<file path="src/rtl/mem_port_arbiter_if.sv">
// Bundle of the requester and memory-side signals of mem_port_arbiter.
//   master : arbiter view (takes requests and mem_rdata/mem_ack, drives done/rdata/mem_*/stall)
//   slave  : environment view (pipeline requesters plus memory)
interface mem_port_arbiter_if #(
   parameter int unsigned AW = 32,
   parameter int unsigned DW = 32
) ();
   // Instruction fetch requester
   logic          if_req;
   logic [AW-1:0] if_addr;
   logic [DW-1:0] if_rdata;
   logic          if_done;
   // Data (load/store) requester
   logic          dm_req;
   logic          dm_we;
   logic [AW-1:0] dm_addr;
   logic [DW-1:0] dm_wdata;
   logic [DW-1:0] dm_rdata;
   logic          dm_done;
   // Unified memory port
   logic          mem_req;
   logic          mem_we;
   logic [AW-1:0] mem_addr;
   logic [DW-1:0] mem_wdata;
   logic [DW-1:0] mem_rdata;
   logic          mem_ack;
   // Pipeline stall
   logic          stall;

   modport master (
      input  if_req, if_addr, dm_req, dm_we, dm_addr, dm_wdata, mem_rdata, mem_ack,
      output if_rdata, if_done, dm_rdata, dm_done, mem_req, mem_we, mem_addr, mem_wdata, stall
   );

   modport slave (
      output if_req, if_addr, dm_req, dm_we, dm_addr, dm_wdata, mem_rdata, mem_ack,
      input  if_rdata, if_done, dm_rdata, dm_done, mem_req, mem_we, mem_addr, mem_wdata, stall
   );
endinterface

</file>
<file path="src/rtl/mem_port_arbiter.sv">
// Shares one single-ported memory between instruction fetch (if) and data access (dm).
// Each access is a req/ack handshake on the mem_* port, bounded by a TIMEOUT-cycle wait;
// a timeout aborts the access, returns all ones for reads and sets the sticky err flag.
// Ports:
//   clk   : clock, rising edge
//   reset : asynchronous active-high reset
//   bus   : requester, memory and stall signals (master modport of mem_port_arbiter_if)
//   err   : sticky timeout flag, cleared only by reset
module mem_port_arbiter #(
   parameter int unsigned AW      = 32,
   parameter int unsigned DW      = 32,
   parameter int unsigned TIMEOUT = 15
) (
   input  logic               clk,
   input  logic               reset,
   mem_port_arbiter_if.master bus,
   output logic               err
);
   // Abort fires in the SERVE cycle whose count would reach TIMEOUT, so mem_req is high for
   // at most TIMEOUT cycles; an ack in that last cycle still wins.
   localparam logic [7:0] WaitLimit = 8'(TIMEOUT - 1);

   typedef enum logic [1:0] {StIdle, StServeDm, StServeIf} state_e;

   state_e        state_q, state_d;
   logic          mem_req_q, mem_req_d;
   logic          mem_we_q, mem_we_d;
   logic [AW-1:0] mem_addr_q, mem_addr_d;
   logic [DW-1:0] mem_wdata_q, mem_wdata_d;
   logic [DW-1:0] if_rdata_q, if_rdata_d;
   logic [DW-1:0] dm_rdata_q, dm_rdata_d;
   logic          if_done_q, if_done_d;
   logic          dm_done_q, dm_done_d;
   logic          err_q, err_d;
   logic [7:0]    wait_cnt_q, wait_cnt_d;

   logic          dm_eligible;
   logic          if_eligible;
   logic [DW-1:0] ret_data;

   // A requester whose done is high this cycle was just served; masking it here gives the
   // other side the mandatory post-access IDLE cycle and prevents starvation.
   assign dm_eligible = bus.dm_req & ~dm_done_q;
   assign if_eligible = bus.if_req & ~if_done_q;

   // Read data returned on completion: memory data on ack, all ones on timeout.
   assign ret_data = bus.mem_ack ? bus.mem_rdata : '1;

   always_comb begin
      state_d     = state_q;
      mem_req_d   = mem_req_q;
      mem_we_d    = mem_we_q;
      mem_addr_d  = mem_addr_q;
      mem_wdata_d = mem_wdata_q;
      if_rdata_d  = if_rdata_q;
      dm_rdata_d  = dm_rdata_q;
      if_done_d   = 1'b0;
      dm_done_d   = 1'b0;
      err_d       = err_q;
      wait_cnt_d  = wait_cnt_q;

      case (state_q)
         StIdle: begin
            wait_cnt_d = '0;
            if (dm_eligible) begin
               mem_addr_d  = bus.dm_addr;
               mem_we_d    = bus.dm_we;
               mem_wdata_d = bus.dm_wdata;
               mem_req_d   = 1'b1;
               state_d     = StServeDm;
            end else if (if_eligible) begin
               mem_addr_d = bus.if_addr;
               mem_we_d   = 1'b0;
               mem_req_d  = 1'b1;
               state_d    = StServeIf;
            end
         end

         StServeDm, StServeIf: begin
            if (bus.mem_ack || (wait_cnt_q == WaitLimit)) begin
               state_d    = StIdle;
               mem_req_d  = 1'b0;
               mem_we_d   = 1'b0;
               wait_cnt_d = '0;
               if (!bus.mem_ack) begin
                  err_d = 1'b1;
               end
               if (state_q == StServeIf) begin
                  if_done_d  = 1'b1;
                  if_rdata_d = ret_data;
               end else begin
                  dm_done_d = 1'b1;
                  // Stores leave the last load result untouched.
                  if (!mem_we_q) begin
                     dm_rdata_d = ret_data;
                  end
               end
            end else begin
               wait_cnt_d = wait_cnt_q + 8'd1;
            end
         end

         default: state_d = StIdle;
      endcase
   end

   always_ff @(posedge clk or posedge reset) begin
      if (reset) begin
         state_q     <= StIdle;
         mem_req_q   <= 1'b0;
         mem_we_q    <= 1'b0;
         mem_addr_q  <= '0;
         mem_wdata_q <= '0;
         if_rdata_q  <= '0;
         dm_rdata_q  <= '0;
         if_done_q   <= 1'b0;
         dm_done_q   <= 1'b0;
         err_q       <= 1'b0;
         wait_cnt_q  <= '0;
      end else begin
         state_q     <= state_d;
         mem_req_q   <= mem_req_d;
         mem_we_q    <= mem_we_d;
         mem_addr_q  <= mem_addr_d;
         mem_wdata_q <= mem_wdata_d;
         if_rdata_q  <= if_rdata_d;
         dm_rdata_q  <= dm_rdata_d;
         if_done_q   <= if_done_d;
         dm_done_q   <= dm_done_d;
         err_q       <= err_d;
         wait_cnt_q  <= wait_cnt_d;
      end
   end

   assign bus.mem_req   = mem_req_q;
   assign bus.mem_we    = mem_we_q;
   assign bus.mem_addr  = mem_addr_q;
   assign bus.mem_wdata = mem_wdata_q;
   assign bus.if_rdata  = if_rdata_q;
   assign bus.dm_rdata  = dm_rdata_q;
   assign bus.if_done   = if_done_q;
   assign bus.dm_done   = dm_done_q;
   assign err           = err_q;

   // The stall drops in the done cycle even though req is still held high.
   assign bus.stall = (bus.if_req & ~if_done_q) | (bus.dm_req & ~dm_done_q);
endmodule

</file>
<file path="src/flat_wrapper.sv">
// flat-port wrapper written by rule: the top's interface ports become plain ports
module mem_port_arbiter_flat 
#(
   parameter int unsigned AW      = 32,
   parameter int unsigned DW      = 32,
   parameter int unsigned TIMEOUT = 15
)
  (clk, reset, err, bus_if_req, bus_if_addr, bus_dm_req, bus_dm_we, bus_dm_addr, bus_dm_wdata, bus_mem_rdata, bus_mem_ack, bus_if_rdata, bus_if_done, bus_dm_rdata, bus_dm_done, bus_mem_req, bus_mem_we, bus_mem_addr, bus_mem_wdata, bus_stall);
  mem_port_arbiter_if #(.AW(AW), .DW(DW)) bus_i ();
  input  logic clk;
  input  logic reset;
  output logic err;
  input wire logic [$bits(bus_i.if_req)-1:0] bus_if_req;
  input wire logic [$bits(bus_i.if_addr)-1:0] bus_if_addr;
  input wire logic [$bits(bus_i.dm_req)-1:0] bus_dm_req;
  input wire logic [$bits(bus_i.dm_we)-1:0] bus_dm_we;
  input wire logic [$bits(bus_i.dm_addr)-1:0] bus_dm_addr;
  input wire logic [$bits(bus_i.dm_wdata)-1:0] bus_dm_wdata;
  input wire logic [$bits(bus_i.mem_rdata)-1:0] bus_mem_rdata;
  input wire logic [$bits(bus_i.mem_ack)-1:0] bus_mem_ack;
  output wire logic [$bits(bus_i.if_rdata)-1:0] bus_if_rdata;
  output wire logic [$bits(bus_i.if_done)-1:0] bus_if_done;
  output wire logic [$bits(bus_i.dm_rdata)-1:0] bus_dm_rdata;
  output wire logic [$bits(bus_i.dm_done)-1:0] bus_dm_done;
  output wire logic [$bits(bus_i.mem_req)-1:0] bus_mem_req;
  output wire logic [$bits(bus_i.mem_we)-1:0] bus_mem_we;
  output wire logic [$bits(bus_i.mem_addr)-1:0] bus_mem_addr;
  output wire logic [$bits(bus_i.mem_wdata)-1:0] bus_mem_wdata;
  output wire logic [$bits(bus_i.stall)-1:0] bus_stall;
  assign bus_i.if_req = bus_if_req;
  assign bus_i.if_addr = bus_if_addr;
  assign bus_i.dm_req = bus_dm_req;
  assign bus_i.dm_we = bus_dm_we;
  assign bus_i.dm_addr = bus_dm_addr;
  assign bus_i.dm_wdata = bus_dm_wdata;
  assign bus_i.mem_rdata = bus_mem_rdata;
  assign bus_i.mem_ack = bus_mem_ack;
  assign bus_if_rdata = bus_i.if_rdata;
  assign bus_if_done = bus_i.if_done;
  assign bus_dm_rdata = bus_i.dm_rdata;
  assign bus_dm_done = bus_i.dm_done;
  assign bus_mem_req = bus_i.mem_req;
  assign bus_mem_we = bus_i.mem_we;
  assign bus_mem_addr = bus_i.mem_addr;
  assign bus_mem_wdata = bus_i.mem_wdata;
  assign bus_stall = bus_i.stall;
  mem_port_arbiter #(.AW(AW), .DW(DW), .TIMEOUT(TIMEOUT)) u_core (.clk(clk), .reset(reset), .bus(bus_i), .err(err));
endmodule
</file>
<file path="config.mk">
export PLATFORM = sky130hd
export DESIGN_NAME = mem_port_arbiter_flat
export DESIGN_NICKNAME = d
export VERILOG_FILES = /design/src/rtl/mem_port_arbiter_if.sv /design/src/rtl/mem_port_arbiter.sv /design/src/flat_wrapper.sv
export SDC_FILE = /design/constraint.sdc
export NUM_CORES = 1
export LEC_CHECK = 0
export ABC_AREA = 1
export CAP_MARGIN = 20
export CORE_ASPECT_RATIO = 1.4
export CORE_MARGIN = 2
export CORE_UTILIZATION = 40
export DETAILED_ROUTE_END_ITERATION = 8
export PLACE_DENSITY = 0.76
export SYNTH_ARGS = -nofsm -noshare
export SYNTH_HDL_FRONTEND = slang
export SYNTH_SLANG_ARGS = --single-unit
export TNS_END_PERCENT = 5
</file>
<file path="constraint.sdc">
create_clock -name clk -period 11.75 [get_ports clk]
set_clock_uncertainty 0.2 [all_clocks]
set_input_delay 1.7625 -clock clk [delete_from_list [all_inputs] [get_ports clk]]
set_output_delay 1.7625 -clock clk [all_outputs]
set_load 0.1 [all_outputs]
</file>
Yosys cells after proc, flatten, opt, wreduce, memory -nomap -nowiden
Index checks and enable logic that the tools add are counted.
- $add $sub $neg: 1
- equal/unequal tests: 5
- mux-type cells: 22
- bitwise gates (word level): 8
- reductions and logical operators: 12
- operators by type and width (kind ; count):
    32-bit two-way mux ; 3
    8-bit one-hot mux with 2 select lines ; 1
    1-bit two-way mux ; 11
    3-bit AND reduction ; 3
    8-bit by 1-bit adder with 8-bit output, second input constant ; 1
    8-bit by 4-bit == test with 1-bit output, second input constant ; 1
    8-bit two-way mux ; 1
    2-bit two-way mux ; 3
    2-bit AND reduction ; 3
    1-bit NOT ; 5
    1-bit one-hot mux with 2 select lines ; 2
    2-bit one-hot mux with 2 select lines ; 1
    4-bit AND reduction ; 1
    2-bit nonzero test ; 2
    3-bit by 1-bit inequality test with 1-bit output, second input constant ; 1
    1-bit AND ; 2
    2-bit by 1-bit == test with 1-bit output, second input constant ; 1
    2-bit == test, second input constant ; 1
    2-bit logical NOT ; 1
    2-bit by 1-bit inequality test with 1-bit output, second input constant ; 1
    2-bit OR reduction ; 1
    1-bit logical OR ; 1
    1-bit OR ; 1
- register bits after elaboration: 143
- input port bits: 134
- output and inout bits: 134
- word-level logic and storage cells: 59

Logic depth before layout (Yosys ltp)
- depth in word-level cells: 5
- mapped depth: 8
- depth with buffers taken out: 7

Least setup slack after synthesis
OpenSTA, ideal clock, no wires.
- path kind: in2out
- from: input port bus_dm_req
- to: output port bus_stall
- arrival: 2.701 ns
- data required time: 9.788 ns
- setup slack: 7.086 ns
- stages: 3
- buffers on the path: 1
- path through: nand2_2 buf_2 nand2_1
- cells in the longest elaborated chain, start to end: 2
- RTL lines (item ; RTL line ; source):
    start: declaration ; flat_wrapper.sv:15 ; input wire logic [$bits(bus_i.dm_req)-1:0] bus_dm_req;
    1-bit AND ; mem_port_arbiter.sv:146 ; assign bus.stall = (bus.if_req & ~if_done_q) | (bus.dm_req & ~dm_done_q);
    1-bit OR ; mem_port_arbiter.sv:146 ;
    end: declaration ; flat_wrapper.sv:29 ; output wire logic [$bits(bus_i.stall)-1:0] bus_stall;
No other way between the ends.

Worst setup path after layout
Same ends and word-level chain as after synthesis.

==> flow_summary.toml <==
[run_status]
status = "finished clean"

[cells_and_area]
num_antenna_cells = 0
stdcell_area_sq_um = 9650
layout-drive-gt1-share = 0.0832
fin_util = 0.638
syn_to_final_growth_pct = 55.5
layout.nets = 1053

[floorplan]
rows = 53
die_x_microns = 109
core_sq_um = 15100
ios = 268
initial_utilization = 0.410
die_area_sq_um = 16500
die_y_microns = 151

[placed_design]
place_area_sq_um = 9000
gp_congestion = 0.758
dpl.hpwl_microns = 12300
place_ws_ns = 5.65
portBuffers = 267

[sta]
fin_setup_tns_ns = 0
fmax_ghz = 0.165
rsz0062_at_grt = "no"
tightest_slew_ns = 1.12
layout_setup_ws_ns = 5.68
timing.final.crit_share = 0.517
setup_viol = 0
drv_slew = 0
hold_violations = 0
timing.final.crit_period_ns = 6.07
maxSlewHeadroom = 0.251

[cts]
hold_buffers = 0
path_clk_slew_ns = 0.06
cts_sinks = 143
post_cts_buffers = 0
cts_tree = "yes"
cts_htree_levels = 4
clock_latency_ns = 0.41
cts_buffer_depth = 2
cts-buffers-inserted = 17
root_buffer = "clkbuf_16"
ctsResizeCount = 0

[critical_path]
cp_data_required_time_ns = 9.79
cp-start-kind = "input port"
ff2ff_path_depth = 8
worst_setup_path_end_kind = "output pin"
critPathArrivalTime_ns = 4.11
critPathKind = "in2out"
cp_max_fo = 36

[yosys]
yosysMostFrequentCell = "dfrtp_1"
ys_warn_count = 0
synthDistinctLibCells = 28
synthArstFlopShare = 1.00
yosysTopAreaCell = "dfrtp_1"
synth_edf_count = 0
seq_area_frac_synth = 0.577
synth.top_cell.area_share = 0.577
postSynthAreaPerCell_sq_um = 9.46
mappedNetlistArea_sq_um = 6210
ys.flop_type = "dfrtp_1"
yosys-top-cells-area = "dfrtp_1 58%, nand2_1 7.4%, nor2_1 7.0%"
ys_ff_latch = 143
netlist_instances = 656
synth.net_count = 796
synthTopCellsByCount = "143 x dfrtp_1, 123 x nand2_1, 115 x nor2_1"

[drt]
num_vias = 5418
wl_per_cell_microns = 15.9
drtAntennaViolNets = 0
wirelength_microns = 17800
drcViolationCount = 0
dr.pass1.iters = 4
viasPerCell = 4.85
drt_iter0_drc = 211

[global_route]
grt_first_pass_wirelength_microns = 27100
antenna_found_initial = 0
grt_overflow = 0
grt_max_degree = 78
first_global_vias = 5466
track_usage = 0.211

[hold_path]
hold_class = "reg2reg"
hold_depth = 2

[job]
drv_cap = 0
logic make-up (layout without fill, tap and decap cells):
| kind of cell | Yosys count | count (layout) | synth area share |
|---|---|---|---|
| adder cells (fa/ha/maj) | 6 | 6 | 0.0121 |
| AND/OR/NAND/NOR | 282 | 282 | 0.189 |
| XOR/XNOR | 5 | 5 | 0.00706 |
| flip-flops | 143 | 143 | 0.577 |
| buffers and inverters | 84 | 354 | 0.0556 |
| AO/OA/AOI/OAI | 104 | 104 | 0.102 |
| multiplexers | 32 | 32 | 0.0581 |
critical path, stage by stage:
cell and delay [ns]:
clkdlybuf4s50_1 0.49, nand2_2 0.40, nand2_1 0.28, clkdlybuf4s50_1 1.17
stage by stage:
stage	hold slack [ns]	instances
after floorplan	0.281	656
after global placement	0.252	1084
after detailed placement	0.257	1084
after CTS	0.272	1116
after global routing	0.299	1118
final	0.267	1118
cell type report:
cell class | instances | area (sq um)
Clock buffer | 18 | 429
Inverter | 47 | 181
Tap cell | 192 | 240
Clock inverter | 14 | 180
Multi-Input combinational cell | 429 | 2280
Fill cell | 1275 | 5470
Timing Repair Buffer | 275 | 2760
Sequential cell | 143 | 3580
per-layer routing:
| layer | part of all wire | GRT usage | up-vias | wire length (microns) |
|---|---|---|---|---|
| met5 | 0 | 0 | - | 0 |
| met4 | 0.019 | 0.0722 | 0 | 337 |
| met3 | 0.11 | 0.0809 | 25 | 1870 |
| met2 | 0.49 | 0.368 | 213 | 8660 |
| met1 | 0.39 | 0.235 | 2527 | 6900 |
| li1 | - | - | 2653 | - |
registers in the layout, indices dropped and copies added, names as in the netlist:
| name | flops |
|---|---|
| u_core.bus.mem_addr | 32 |
| u_core.bus.mem_req | 1 |
| u_core.err | 1 |
| u_core.wait_cnt_q | 8 |
| u_core.state_q | 2 |
| u_core.bus.if_rdata | 32 |
| u_core.bus.mem_we | 1 |
| u_core.bus.dm_done | 1 |
| u_core.bus.mem_wdata | 32 |
| u_core.bus.if_done | 1 |
| u_core.bus.dm_rdata | 32 |
placed cells by master (no fill, tap or decap), types with 2 or more instances in the layout:
| cell | n |
|---|---|
| buf_12 | 2 |
| buf_4 | 6 |
| bufinv_16 | 3 |
| clkbuf_16 | 17 |
| clkdlybuf4s50_1 | 267 |
| clkinv_2 | 2 |
| clkinv_4 | 2 |
| dfrtp_1 | 143 |
| ha_1 | 6 |
| inv_1 | 43 |
| inv_2 | 2 |
| inv_6 | 6 |
| mux2_1 | 5 |
| mux2_2 | 27 |
| nand2_1 | 123 |
| nand2_2 | 2 |
| nand3_1 | 4 |
| nand4_1 | 35 |
| nor2_1 | 114 |
| o21a_1 | 32 |
| o21ai_0 | 30 |
| o21ai_1 | 37 |
| xor2_1 | 4 |
path summary, 6_finish.rpt:
path | slack [ns] | end | from
worst max-delay path | 5.68 | bus_stall | bus_dm_req
worst min-delay path | 0.27 | u_core.bus.dm_rdata[12]$_DFFE_PP0P_ | u_core.bus.dm_rdata[12]$_DFFE_PP0P_
worst max register to register | 8.87 | u_core.bus.if_rdata[10]$_DFFE_PP0P_ | u_core.wait_cnt_q[0]$_DFFE_PP0P_
worst min register to register | 0.27 | u_core.bus.dm_rdata[12]$_DFFE_PP0P_ | u_core.bus.dm_rdata[12]$_DFFE_PP0P_
max in group asynchronous | 8.29 | u_core.bus.if_rdata[10]$_DFFE_PP0P_ | reset
min in group asynchronous | 1.60 | u_core.bus.dm_rdata[0]$_DFFE_PP0P_ | reset
Power is left out: the tool's default activity adds up to more than one toggle a clock period on the data nets, which glitch-free logic cannot reach.
